[config.mk]
export PLATFORM = sky130hd
export DESIGN_NAME = bnn_config_sequencer
export DESIGN_NICKNAME = d
export VERILOG_FILES = /design/src/rtl/bnn_config_sequencer.sv
export SDC_FILE = /design/constraint.sdc
export NUM_CORES = 1
export LEC_CHECK = 0
export CAP_MARGIN = 20
export CORE_MARGIN = 5
export CORE_UTILIZATION = 25
export CTS_BUF_LIST = sky130_fd_sc_hd__clkbuf_4 sky130_fd_sc_hd__clkbuf_8
export DETAILED_ROUTE_END_ITERATION = 10
export SLEW_MARGIN = 20
export SYNTH_ARGS = -nofsm -noshare
export SYNTH_HDL_FRONTEND = slang
export SYNTH_SLANG_ARGS = --single-unit
[constraint.sdc]
create_clock -name clk -period 2 [get_ports clk]
set_clock_uncertainty 0.05 [all_clocks]
set_input_delay 0.3 -clock clk [delete_from_list [all_inputs] [get_ports clk]]
set_output_delay 0.3 -clock clk [all_outputs]
set_load 0.03 [all_outputs]
[src/rtl/bnn_config_sequencer.sv]
// Configuration front-end for the BNN array: assembles nibble-serial weight/threshold
// records, writes them neuron by neuron, and gates result capture on a complete config.
module bnn_config_sequencer #(
  parameter int unsigned NUM_NEURONS = 20,
  parameter int unsigned ADDR_W      = 5,
  parameter int unsigned OUT_W       = 4
) (
  input  logic              clk,
  input  logic              reset,
  input  logic              ena,
  input  logic              cfg_start,
  input  logic              cfg_valid,
  input  logic [3:0]        cfg_nibble,
  input  logic              in_valid,
  input  logic [OUT_W-1:0]  bnn_out,
  output logic              wr_en,
  output logic [ADDR_W-1:0] wr_addr,
  output logic [7:0]        wr_weight,
  output logic [3:0]        wr_thresh,
  output logic              cfg_busy,
  output logic              cfg_done,
  output logic              cfg_error,
  output logic              res_valid,
  output logic [OUT_W-1:0]  res_data
);

  typedef enum logic [1:0] {
    S_IDLE,
    S_LOAD,
    S_DONE
  } state_t;

  localparam logic [ADDR_W-1:0] LAST_IDX = ADDR_W'(NUM_NEURONS - 1);

  state_t            state, state_nx;
  logic [ADDR_W-1:0] idx;
  logic [1:0]        nib_cnt;
  logic [3:0]        w_lo, w_hi;
  logic              wr_en_q, res_valid_q;
  logic              accept, last_nib, last_idx;

  always_comb begin
    accept   = ena && (state == S_LOAD) && cfg_valid && !cfg_start;
    last_nib = (nib_cnt == 2'd2);
    last_idx = (idx == LAST_IDX);
  end

  always_comb begin
    state_nx = state;
    if (ena) begin
      unique case (state)
        S_IDLE: if (cfg_start) state_nx = S_LOAD;
        S_LOAD: begin
          if (cfg_start)                         state_nx = S_LOAD;
          else if (accept && last_nib && last_idx) state_nx = S_DONE;
        end
        S_DONE: if (cfg_start) state_nx = S_LOAD;
        default: state_nx = S_IDLE;
      endcase
    end
  end

  always_ff @(posedge clk) begin
    if (reset) state <= S_IDLE;
    else       state <= state_nx;
  end

  // A pending strobe is held across an ena=0 stretch and only masked at the port,
  // so a write or result is delayed rather than lost.
  always_ff @(posedge clk) begin
    if (reset) begin
      idx         <= '0;
      nib_cnt     <= '0;
      w_lo        <= '0;
      w_hi        <= '0;
      wr_en_q     <= 1'b0;
      wr_addr     <= '0;
      wr_weight   <= '0;
      wr_thresh   <= '0;
      cfg_error   <= 1'b0;
      res_valid_q <= 1'b0;
      res_data    <= '0;
    end else if (ena) begin
      wr_en_q     <= 1'b0;
      res_valid_q <= 1'b0;
      unique case (state)
        S_IDLE: begin
          if (cfg_start) begin
            idx     <= '0;
            nib_cnt <= '0;
          end
        end
        S_LOAD: begin
          if (cfg_start) begin
            idx     <= '0;
            nib_cnt <= '0;
          end else if (cfg_valid) begin
            unique case (nib_cnt)
              2'd0: begin
                w_lo    <= cfg_nibble;
                nib_cnt <= 2'd1;
              end
              2'd1: begin
                w_hi    <= cfg_nibble;
                nib_cnt <= 2'd2;
              end
              default: begin
                nib_cnt   <= '0;
                wr_en_q   <= 1'b1;
                wr_addr   <= idx;
                wr_weight <= {w_hi, w_lo};
                wr_thresh <= cfg_nibble;
                if (!last_idx) idx <= idx + 1'b1;
              end
            endcase
          end
        end
        S_DONE: begin
          if (cfg_start) begin
            idx       <= '0;
            nib_cnt   <= '0;
            cfg_error <= 1'b0;
          end else if (cfg_valid) begin
            cfg_error <= 1'b1;
          end
          if (in_valid) begin
            res_valid_q <= 1'b1;
            res_data    <= bnn_out;
          end
        end
        default: ;
      endcase
    end
  end

  always_comb begin
    wr_en     = wr_en_q & ena;
    res_valid = res_valid_q & ena;
    cfg_busy  = (state == S_LOAD);
    cfg_done  = (state == S_DONE);
  end

endmodule

Yosys cells after proc, flatten, opt, wreduce, memory -nomap -nowiden
Index checks and enable logic that the tools add are counted.
{ "word_totals": {"ff_bits": 41, "inputBits": 14, "elab_cells": 70} }
{ "op_classes": {"n_addsub": 1, "n_eq_ne": 10, "mux": 23, "bitwise_logic": 4, "reduce_logical": 20} }
{ "op_table": {"columns": ["op", "n"], "rows": [
  ["5-bit 2-to-1 mux", 5],
  ["5-bit AND reduction", 3],
  ["2-bit 2-to-1 mux", 6],
  ["2-bit one-hot mux with 2 select lines", 3],
  ["5-bit one-hot mux with 2 select lines", 1],
  ["3-bit != test (second input constant)", 3],
  ["3-bit AND reduction", 3],
  ["1-bit 2-to-1 mux", 8],
  ["6-bit AND reduction", 1],
  ["5-bit by 1-bit adder with 5-bit output (second input constant)", 1],
  ["5-bit equality test (second input constant)", 1],
  ["1-bit logical AND", 5],
  ["2-bit by 1-bit equality test with 1-bit output (second input constant)", 2],
  ["2-bit equality test (second input constant)", 2],
  ["2-bit logical NOT", 2],
  ["4-bit AND reduction", 1],
  ["2-bit nonzero test", 2],
  ["2-bit OR reduction", 2],
  ["3-bit by 2-bit != test with 1-bit output (second input constant)", 1],
  ["1-bit bitwise AND", 2],
  ["2-bit by 1-bit != test with 1-bit output (second input constant)", 1],
  ["1-bit NOT", 2],
  ["1-bit logical NOT", 1]
]} }

Longest topological paths before layout
Gate-level depths: netlist of the first run.
{ "logic_depth": {"depth_word": 9, "ltp_mapped": 6} }

Worst setup path before layout of the first run
No wires, ideal clock.
{ "synth_path": {"path_kind": "register to register", "from": "reg idx[0]", "to": "reg idx[4]", "setup_ps": 87, "arrival_time_ps": 1498, "t_required_ps": 1863, "slack_ps": 365, "stages_incl_launch_ff": 6, "synth_period_minus_slack_ps": 1635, "cell_sequence": "dfxtp_1 > ha_1 > nand4bb_1 > a21oi_1 > or4b_1 > o31ai_1"} }
{ "synth_via": {"elab_chain_len": 6, "word_cells_on_any_way": 9} }
{ "synth_rtl": {"columns": ["element", "line_no", "source"], "rows": [
  ["from (decl)", "36", "logic [ADDR_W-1:0] idx;"],
  ["from (signal assigned)", "113", "if (!last_idx) idx <= idx + 1'b1;"],
  ["5-bit by 1-bit adder with 5-bit output", "113", null],
  ["5-bit 2-to-1 mux", "113", null],
  ["5-bit 2-to-1 mux", "98", "unique case (nib_cnt)"],
  ["5-bit 2-to-1 mux", "97", "end else if (cfg_valid) begin"],
  ["5-bit 2-to-1 mux", "94", "if (cfg_start) begin"],
  ["5-bit one-hot mux with 2 select lines", "86", "unique case (state)"]
]} }
Several ways; a longest one is shown, not always the timed one. The select of a mux whose other input is x is not followed.
A chain may end at the register's enable or synchronous reset.

Worst setup path after layout of the first run
{ "layout_path": {"from": "reg state[1]", "to": "out cfg_done"} }
{ "layout_via": {"elab_chain_len": 1} }
{ "layout_rtl": {"columns": ["element", "line_no", "source"], "rows": [
  ["from (decl)", "35", "state_t state, state_nx;"],
  ["from (signal assigned)", "65", "else state <= state_nx;"],
  ["2-bit equality test", "140", "cfg_done = (state == S_DONE);"],
  ["to (decl)", "21", "output logic cfg_done,"]
]} }
No other way between the ends.

==> results.md, run 1 <==
| Item | This run | Unit |
|:---|:---|:---|
| Via count of the first global-routing pass | 1423 | - |
| Die X | 91.4 | um |
| Core footprint | 0.00639 | mm^2 |
| Utilization after layout | 0.355 | - |
| Number of buffer cells added on primary ports | 39 | - |
| Tightest hold margin | 0.405 | ns |
| Critical-path maximum fanout | 8 | - |
| Mapped Area | 0.00166 | mm^2 |
| Syn. warnings | 0 | - |
| Detailed-route wire length per cell | 12.2 | um |
| Static leakage | 0.780 | nW |
| Max-Cap Viols | 0 | - |
| Ratio of cells with drive above 1 in the final layout | 0.102 | - |
| Asr flop ratio synth | 0 | - |
| Root Driver | clkbuf_8 | - |
| Avg Cell Area, Syn | 8.73 | um^2 |
| Pin slew with the least headroom to its limit | 0.402 | ns |
| Footprint of the multi-input gates | 786 | um^2 |
| Count of non-filler cells in the finished layout | 313 | - |
| Die footprint | 0.00836 | mm^2 |
| Area growth from synthesis to layout | 36.9 | % |
| Post-synth top flop | dfxtp_1 | - |
| Top library cells by usage in the layout, fill and taps aside | 43 x nand2_1, 40 x dfxtp_1, 36 x clkdlybuf4s50_1 | - |
| Clock net sink count | 41 | - |
| Fin area | 0.00227 | mm^2 |
| DP HPWL | 2.71 | mm |
| Number of enable-type register cells in the synthesized netlist | 0 | - |
| Final sum of negative setup slack | 0 | ns |
| Time the worst path needs with I/O delays and setup | 1.89 | ns |
| Pin count of the biggest net entering global routing | 39 | - |
| Overflow left after global routing | 0 | - |
| Nature of the critical path startpoint | register | - |
| CTS tree | yes | - |
| Ratio of total power to cell area | 638 | mW/mm^2 |
| Crit share post-route | 0.946 | - |
| Number of antenna violations at the first check in global routing | 0 | - |
| Maximum achievable frequency | 528 | MHz |
| Synthesis-stage register bit count | 41 | - |
| Count of endpoints failing setup in the final report | 0 | - |
| WP data required | 1.65 | ns |
| Category of the worst setup path capture point | output pin | - |
| Sequential element share of the synthesized area | 0.495 | - |
| Number of instances in the placed design | 305 | - |
| Class of the most critical setup path | reg2out | - |
| I/O pins | 40 | - |
| Area occupied by registers | 822 | um^2 |
| Final net count | 250 | - |
| Tightest slew margin relative to the limit | 0.732 | - |
| Vias per std cell | 4.50 | - |
| Max stage delay on crit path | 0.67 | ns |
| Number of distinct standard cells referenced by the synthesized netlist | 29 | - |
| Count of antenna-violating nets left after detailed routing | 0 | - |
| Worst min-delay path class | reg2reg | - |
| Clock insertion delay at the later pin of the skew report | 0.29 | ns |
| Number of vias in the routed layout | 1408 | - |
| Clock tree buffer depth | 2 | - |
| Synthesized Nets | 205 | - |
| Arrival time of data at the critical path endpoint | 1.54 | ns |
| Total inserted antenna cells | 0 | - |
| Clock transition at the registers of the reported paths | 0.07 | ns |
| H-tree levels | 2 | - |
| Starting Density | 0.260 | - |
| Number of cells produced by synthesis | 190 | - |
| Global Route Usage Sum | 0.0965 | - |
| Count of filler cells inserted in the layout | 679 | - |
| Status | finished clean | - |
| Unrepaired setup endpoints after global routing | no | - |
| Final RePlAce weighted congestion | 0.814 | - |
| Final Hold Viols | 0 | - |
| Detailed-route wire length | 3.83 | mm |
| CP max stage cell | clkdlybuf4s50_1 | - |
| Commonest non-fill, non-tap cell in the layout | nand2_1 | - |
| Ordered cell list for the critical path | nor2b_1 > clkdlybuf4s50_1 | - |
| Max-slew violation count | 0 | - |
| First-pass GRT wire length | 6.74 | mm |
| Residual DRC count | 0 | - |
| TritonCTS Buffers | 5 | - |
| Peak VDD IR | 272 | uV |
| Die extent in y | 91.4 | um |
| Iteration-0 DRC count of the detailed router | 47 | - |
| Total number of placement rows | 29 | - |
| Placed cell areas | 0.00218 | mm^2 |
| Iteration count of the initial detailed-routing pass | 4 | - |
-- what timing repair did --
action / in CTS / in global routing
hold buffers: 0 / 0
setup buffers: 0 / 0
endpoints found under the setup margin: 2 / 0
gates resized for setup: 2 / 0
-- path summary, 6_finish.rpt --
| path | start | endpoint | slack, ns | depth (start not counted) |
|---|---|---|---|---|
| max | state[1] | cfg_done | 0.11 | 2 |
| min | w_lo[0] | wr_weight[0] | 0.41 | 2 |
| max reg2reg | idx[0] | idx[4] | 0.20 | 5 |
| min reg2reg | w_lo[0] | wr_weight[0] | 0.41 | 2 |
-- registers in the layout, indices dropped and copies added (netlist names), 2 cells and up --
register,cells
state,2
res_data,4
wr_weight,8
wr_thresh,4
nib_cnt,2
w_lo,4
w_hi,4
idx,5
wr_addr,5
-- synth_stat cells (2+ instances only) --
library cell   n  area share
a21oi_1       29       0.088
and2_1         2      0.0075
buf_2          2      0.0060
clkbuf_1       8       0.018
dfxtp_1       41        0.50
inv_1          2      0.0045
mux2i_1        9       0.054
nand2_1       43       0.097
nand2b_1       6       0.023
nand3_1        8       0.024
nand4bb_1      2       0.014
nor2_1        10       0.023
nor2b_1        4       0.015
nor4b_4        2       0.029
o21ai_0        3      0.0091
o311ai_0       3       0.016
o31ai_1        3       0.014
or4b_1         2       0.012
-- cell type report --
cell class | instances | share of cell area
Inverter | 2 | 0.00331
Timing Repair Buffer | 49 | 0.208
Sequential cell | 41 | 0.362
Clock buffer | 6 | 0.0336
Multi-Input combinational cell | 136 | 0.346
Clock inverter | 2 | 0.00441
Tap cell | 77 | 0.0424
-- worst max-delay path, delay by kind of cell (launching register included) --
family | cells | cell delay (ns)
and+or+nand+nor | 1 | 0.15
buffers and inverters | 1 | 0.67
DFF | 1 | 0.43
-- kinds of logic after synthesis --
kind of cell / Yosys count / synth area share
DFF: 41 / 0.495
AOI/OAI and AO/OA: 42 / 0.143
buffers and inverters: 13 / 0.0309
and+or+nand+nor: 84 / 0.269
muxes: 9 / 0.0543
adders and majority gates: 1 / 0.00755
-- power breakdown --
| part | internal, mW | leakage [nW] | switching (mW) |
|---|---|---|---|
| clock | 0.255 | 0.0484 | 0.270 |
| sequential | 0.819 | 0.331 | 0.00576 |
| combinational | 0.0480 | 0.401 | 0.0488 |
| total | 1.12 | 0.780 | 0.324 |
-- per-layer routing --
| metal | GRT usage | wire [um] | vias to the layer above |
|---|---|---|---|
| met5 | 0 | 0 | - |
| met4 | 0.0330 | 42 | 0 |
| met3 | 0.0306 | 148 | 5 |
| met2 | 0.158 | 1810 | 20 |
| met1 | 0.119 | 1820 | 643 |
| li1 | - | - | 740 |
-- metrics by stage --
stage                     power, mW  worst slack, ns
after floorplan               0.887            0.365
after global placement        0.943           0.0254
after detailed placement      0.943          -0.0518
after CTS                      1.48           0.0772
after global routing           1.52           0.0248
final                          1.45            0.108
Note: power is estimated with default switching activity, not from simulation.
==> run 2: changes to the inputs <==
--- a/config.mk
+++ b/config.mk
@@ -5,10 +5,10 @@
 export SDC_FILE = /design/constraint.sdc
 export NUM_CORES = 1
 export LEC_CHECK = 0
+export ABC_CLOCK_PERIOD_IN_PS = 2000
 export CAP_MARGIN = 20
 export CORE_MARGIN = 5
 export CORE_UTILIZATION = 25
-export CTS_BUF_LIST = sky130_fd_sc_hd__clkbuf_4 sky130_fd_sc_hd__clkbuf_8
 export DETAILED_ROUTE_END_ITERATION = 10
 export SLEW_MARGIN = 20
 export SYNTH_ARGS = -nofsm -noshare
==> constraint.sdc (replaced) <==
create_clock -name clk -period 2 [get_ports clk]
set_clock_uncertainty 0.05 [all_clocks]
set_input_delay 0.3 -clock clk [delete_from_list [all_inputs] [get_ports clk]]
set_output_delay 0.3 -clock clk [all_outputs]
set_load 0.01 [all_outputs]
==> run 2 against run 1 <==
Clock-buffer cell count increased by 1. Combinational power up 2%. Final area increased by 1.8%. Register-to-register slack hardly changed. Non-clock buffer count rose by 2. Largest cell class unchanged. Highest routed layer unchanged. Sequential cell count unchanged. Critical endpoint unchanged. Utilization grew 0.65 points. Total power is 4.9% higher. Clock power is 13% higher.
==> results.md, run 2 (same netlist as run 1, synthesis figures left out) <==
| Item | This run | Unit | Delta |
|:---|:---|:---|:---|
| Unrepaired setup endpoints after global routing | no | - |  |
| Capture endpoint of the worst hold path | wr_weight[7] | - |  |
| Clock net sink count | 41 | - | unchanged |
| Iteration count of the initial detailed-routing pass | 4 | - | unchanged |
| Worst Hold Launch | w_hi[3] | - |  |
| Global Route Usage Sum | 0.0954 | - | -0.00109 |
| Pin count of the biggest net entering global routing | 39 | - | unchanged |
| Count of antenna-violating nets left after detailed routing | 0 | - | unchanged |
| Iteration-0 DRC count of the detailed router | 79 | - | +68% |
| Vias per std cell | 4.67 | - | +3.7% |
| Clock network fraction of total power | 0.391 | - | +0.028 |
| Register with the most flip-flops | wr_weight | - |  |
| Power spent charging and discharging nets | 0.334 | mW | +2.9% |
| Clock tree buffer depth | 2 | - | unchanged |
| Cell count of the worst reg-to-reg path | 5 | - | unchanged |
| Core footprint | 0.00639 | mm^2 | unchanged |
| Maximum achievable frequency | 530 | MHz | +0.33% |
| Final RePlAce weighted congestion | 0.790 | - | -2.9% |
| Flip-flop count of the largest register after layout | 8 | - | unchanged |
| Count of endpoints failing setup in the final report | 0 | - | unchanged |
| Die extent in y | 91.4 | um | unchanged |
| Status | finished clean | - |  |
| Detailed-route wire length | 3.90 | mm | +2.0% |
| Crit share post-route | 0.943 | - | -0.00308 |
| I/O pins | 40 | - | unchanged |
| DP HPWL | 2.75 | mm | +1.7% |
| Tightest slew margin relative to the limit | 0.734 | - | +0.00237 |
| Category of the worst setup path capture point | output pin | - |  |
| Time the worst path needs with I/O delays and setup | 1.89 | ns | -0.00616 ns |
| Max-Cap Viols | 0 | - | unchanged |
| WP data required | 1.65 | ns | about the same |
| Commonest non-fill, non-tap cell in the layout | nand2_1 | - |  |
| Ratio of cells with drive above 1 in the final layout | 0.101 | - | -0.000855 |
| Worst reg2reg endpoint | idx[4] | - |  |
| Placed cell areas | 0.00220 | mm^2 | +0.92% |
| Cell Int Power | 1.18 | mW | +5.4% |
| Residual DRC count | 0 | - | unchanged |
| Arrival time of data at the critical path endpoint | 1.54 | ns | about the same |
| Comb power frac | 0.065 | - | -0.002 |
| Die footprint | 0.00836 | mm^2 | unchanged |
| Number of vias in the routed layout | 1470 | - | +4.4% |
| Utilization after layout | 0.362 | - | +0.00646 |
| Number of instances in the placed design | 307 | - | +0.66% |
| Root Driver | clkbuf_8 | - |  |
| Nature of the critical path startpoint | register | - |  |
| Pin slew with the least headroom to its limit | 0.399 | ns | -0.00355 ns |
| Area growth from synthesis to layout | 39.4 | % |  |
| TritonCTS Buffers | 5 | - | unchanged |
| First-pass GRT wire length | 6.60 | mm | -2.2% |
| Count of filler cells inserted in the layout | 660 | - | -2.8% |
| Fraction of power consumed by sequential logic | 0.544 | - | -0.026 |
| Max-slew violation count | 0 | - | unchanged |
| Overflow left after global routing | 0 | - | unchanged |
| Number of antenna violations at the first check in global routing | 0 | - | unchanged |
| Peak VDD IR | 278 | uV | +2.4% |
| Worst reg2reg path startpoint | idx[0] | - |  |
| Count of non-filler cells in the finished layout | 315 | - | +0.64% |
| CTS tree | yes | - |  |
| Hold Path Depth | 2 | - | unchanged |
| Static leakage | 0.826 | nW | +5.9% |
| Critical-path maximum fanout | 8 | - | unchanged |
| Via count of the first global-routing pass | 1416 | - | -0.49% |
| Clock transition at the registers of the reported paths | 0.08 | ns | about the same |
| Starting Density | 0.260 | - | unchanged |
| Number of buffer cells added on primary ports | 39 | - | unchanged |
| Switching share of power | 0.220 | - | -0.00422 |
| Die X | 91.4 | um | unchanged |
| Fin area | 0.00231 | mm^2 | +1.8% |
| Worst min-delay path class | reg2reg | - |  |
| Total inserted antenna cells | 0 | - | unchanged |
| Top library cells by usage in the layout, fill and taps aside | 43 x nand2_1, 40 x dfxtp_1, 37 x clkdlybuf4s50_1 | - |  |
| Ratio of total power to cell area | 657 | mW/mm^2 | +3.0% |
| Final Hold Viols | 0 | - | unchanged |
| Total number of placement rows | 29 | - | unchanged |
| Worst setup slack for register-to-register paths | 0.21 | ns | about the same |
| H-tree levels | 2 | - | unchanged |
| Class of the most critical setup path | reg2out | - |  |
| Clock insertion delay at the later pin of the skew report | 0.29 | ns | about the same |
| Detailed-route wire length per cell | 12.4 | um | +1.4% |
| Largest registers | wr_weight x8, idx x5, wr_addr x5 | - |  |
| Final net count | 252 | - | +0.80% |
## run 2: cell types whose count changed in the layout (fill, tap and decap cells not counted)
cell             delta
dlygate4sd2_1       -1
clkinv_2            -1
dlymetal6s2s_1      +2
clkbuf_4            -1
clkbuf_8            +2
clkdlybuf4s50_1     +1
## run 2: repair_timing
item,CTS,global route
buffers inserted,0,0
resized for setup,0,3
hold buffers,0,0
setup endpoints to repair,0,3
## run 2: per-layer routing
| metal | share of wire | wire (um) | global-route usage | up-vias |
|---|---|---|---|---|
| met4 | 0.010 | 40 | 0.0330 | 0 |
| met1 | 0.44 | 1730 | 0.115 | 679 |
| met3 | 0.048 | 189 | 0.0306 | 7 |
| met5 | 0 | 0 | 0 | - |
| met2 | 0.50 | 1940 | 0.159 | 36 |
| li1 | - | - | - | 748 |
## run 2: how the worst max path moves through the flow
stage | slack [ns] | from | endpoint | cells past startpoint
after global routing | 0.05 | state[1] | cfg_done | 2
after detailed placement | -0.001 | cfg_start | idx[2] | 4
after CTS | 0.02 | state[0] | cfg_busy | 2
after global placement | 0.03 | ena | res_valid | 4
final | 0.11 | state[1] | cfg_done | 2
after floorplan | 0.36 | idx[0] | idx[4] | 5
## run 2: critical path: stages (launching register included)
cell	delay (ns)
dfxtp_1	0.53
nor2b_1	0.18
clkdlybuf4s50_1	0.54
## run 2: layout make-up
class,instances,area [um^2],area share
flip-flops and latches,41,822,0.356
inverters,2,7.51,0.00325
repair buffers,51,498,0.215
well taps,77,96.3,0.0417
clock inverters,1,5.00,0.00217
multi-input cells,136,786,0.340
clock buffers,7,96.3,0.0417
## run 2: power groups by stage
| stage | logic, mW | registers [mW] | clock network, mW |
|---|---|---|---|
| floorplan | 0.0413 | 0.842 | 0 |
| global placement | 0.0985 | 0.844 | 0 |
| detailed placement | 0.0989 | 0.845 | 0 |
| CTS | 0.0993 | 0.825 | 0.617 |
| global route | 0.107 | 0.827 | 0.654 |
| finish | 0.0984 | 0.826 | 0.593 |
## run 2: per-stage QoR
step	worst slack [ns]	total power [mW]	hold slack (ns)	TNS, ns
floorplan	0.365	0.884	0.347	0
global placement	0.0293	0.943	0.393	0
detailed placement	-0.00115	0.944	0.395	-0.00115
CTS	0.0204	1.54	0.408	0
global route	0.0470	1.59	0.419	0
finish	0.114	1.52	0.401	0
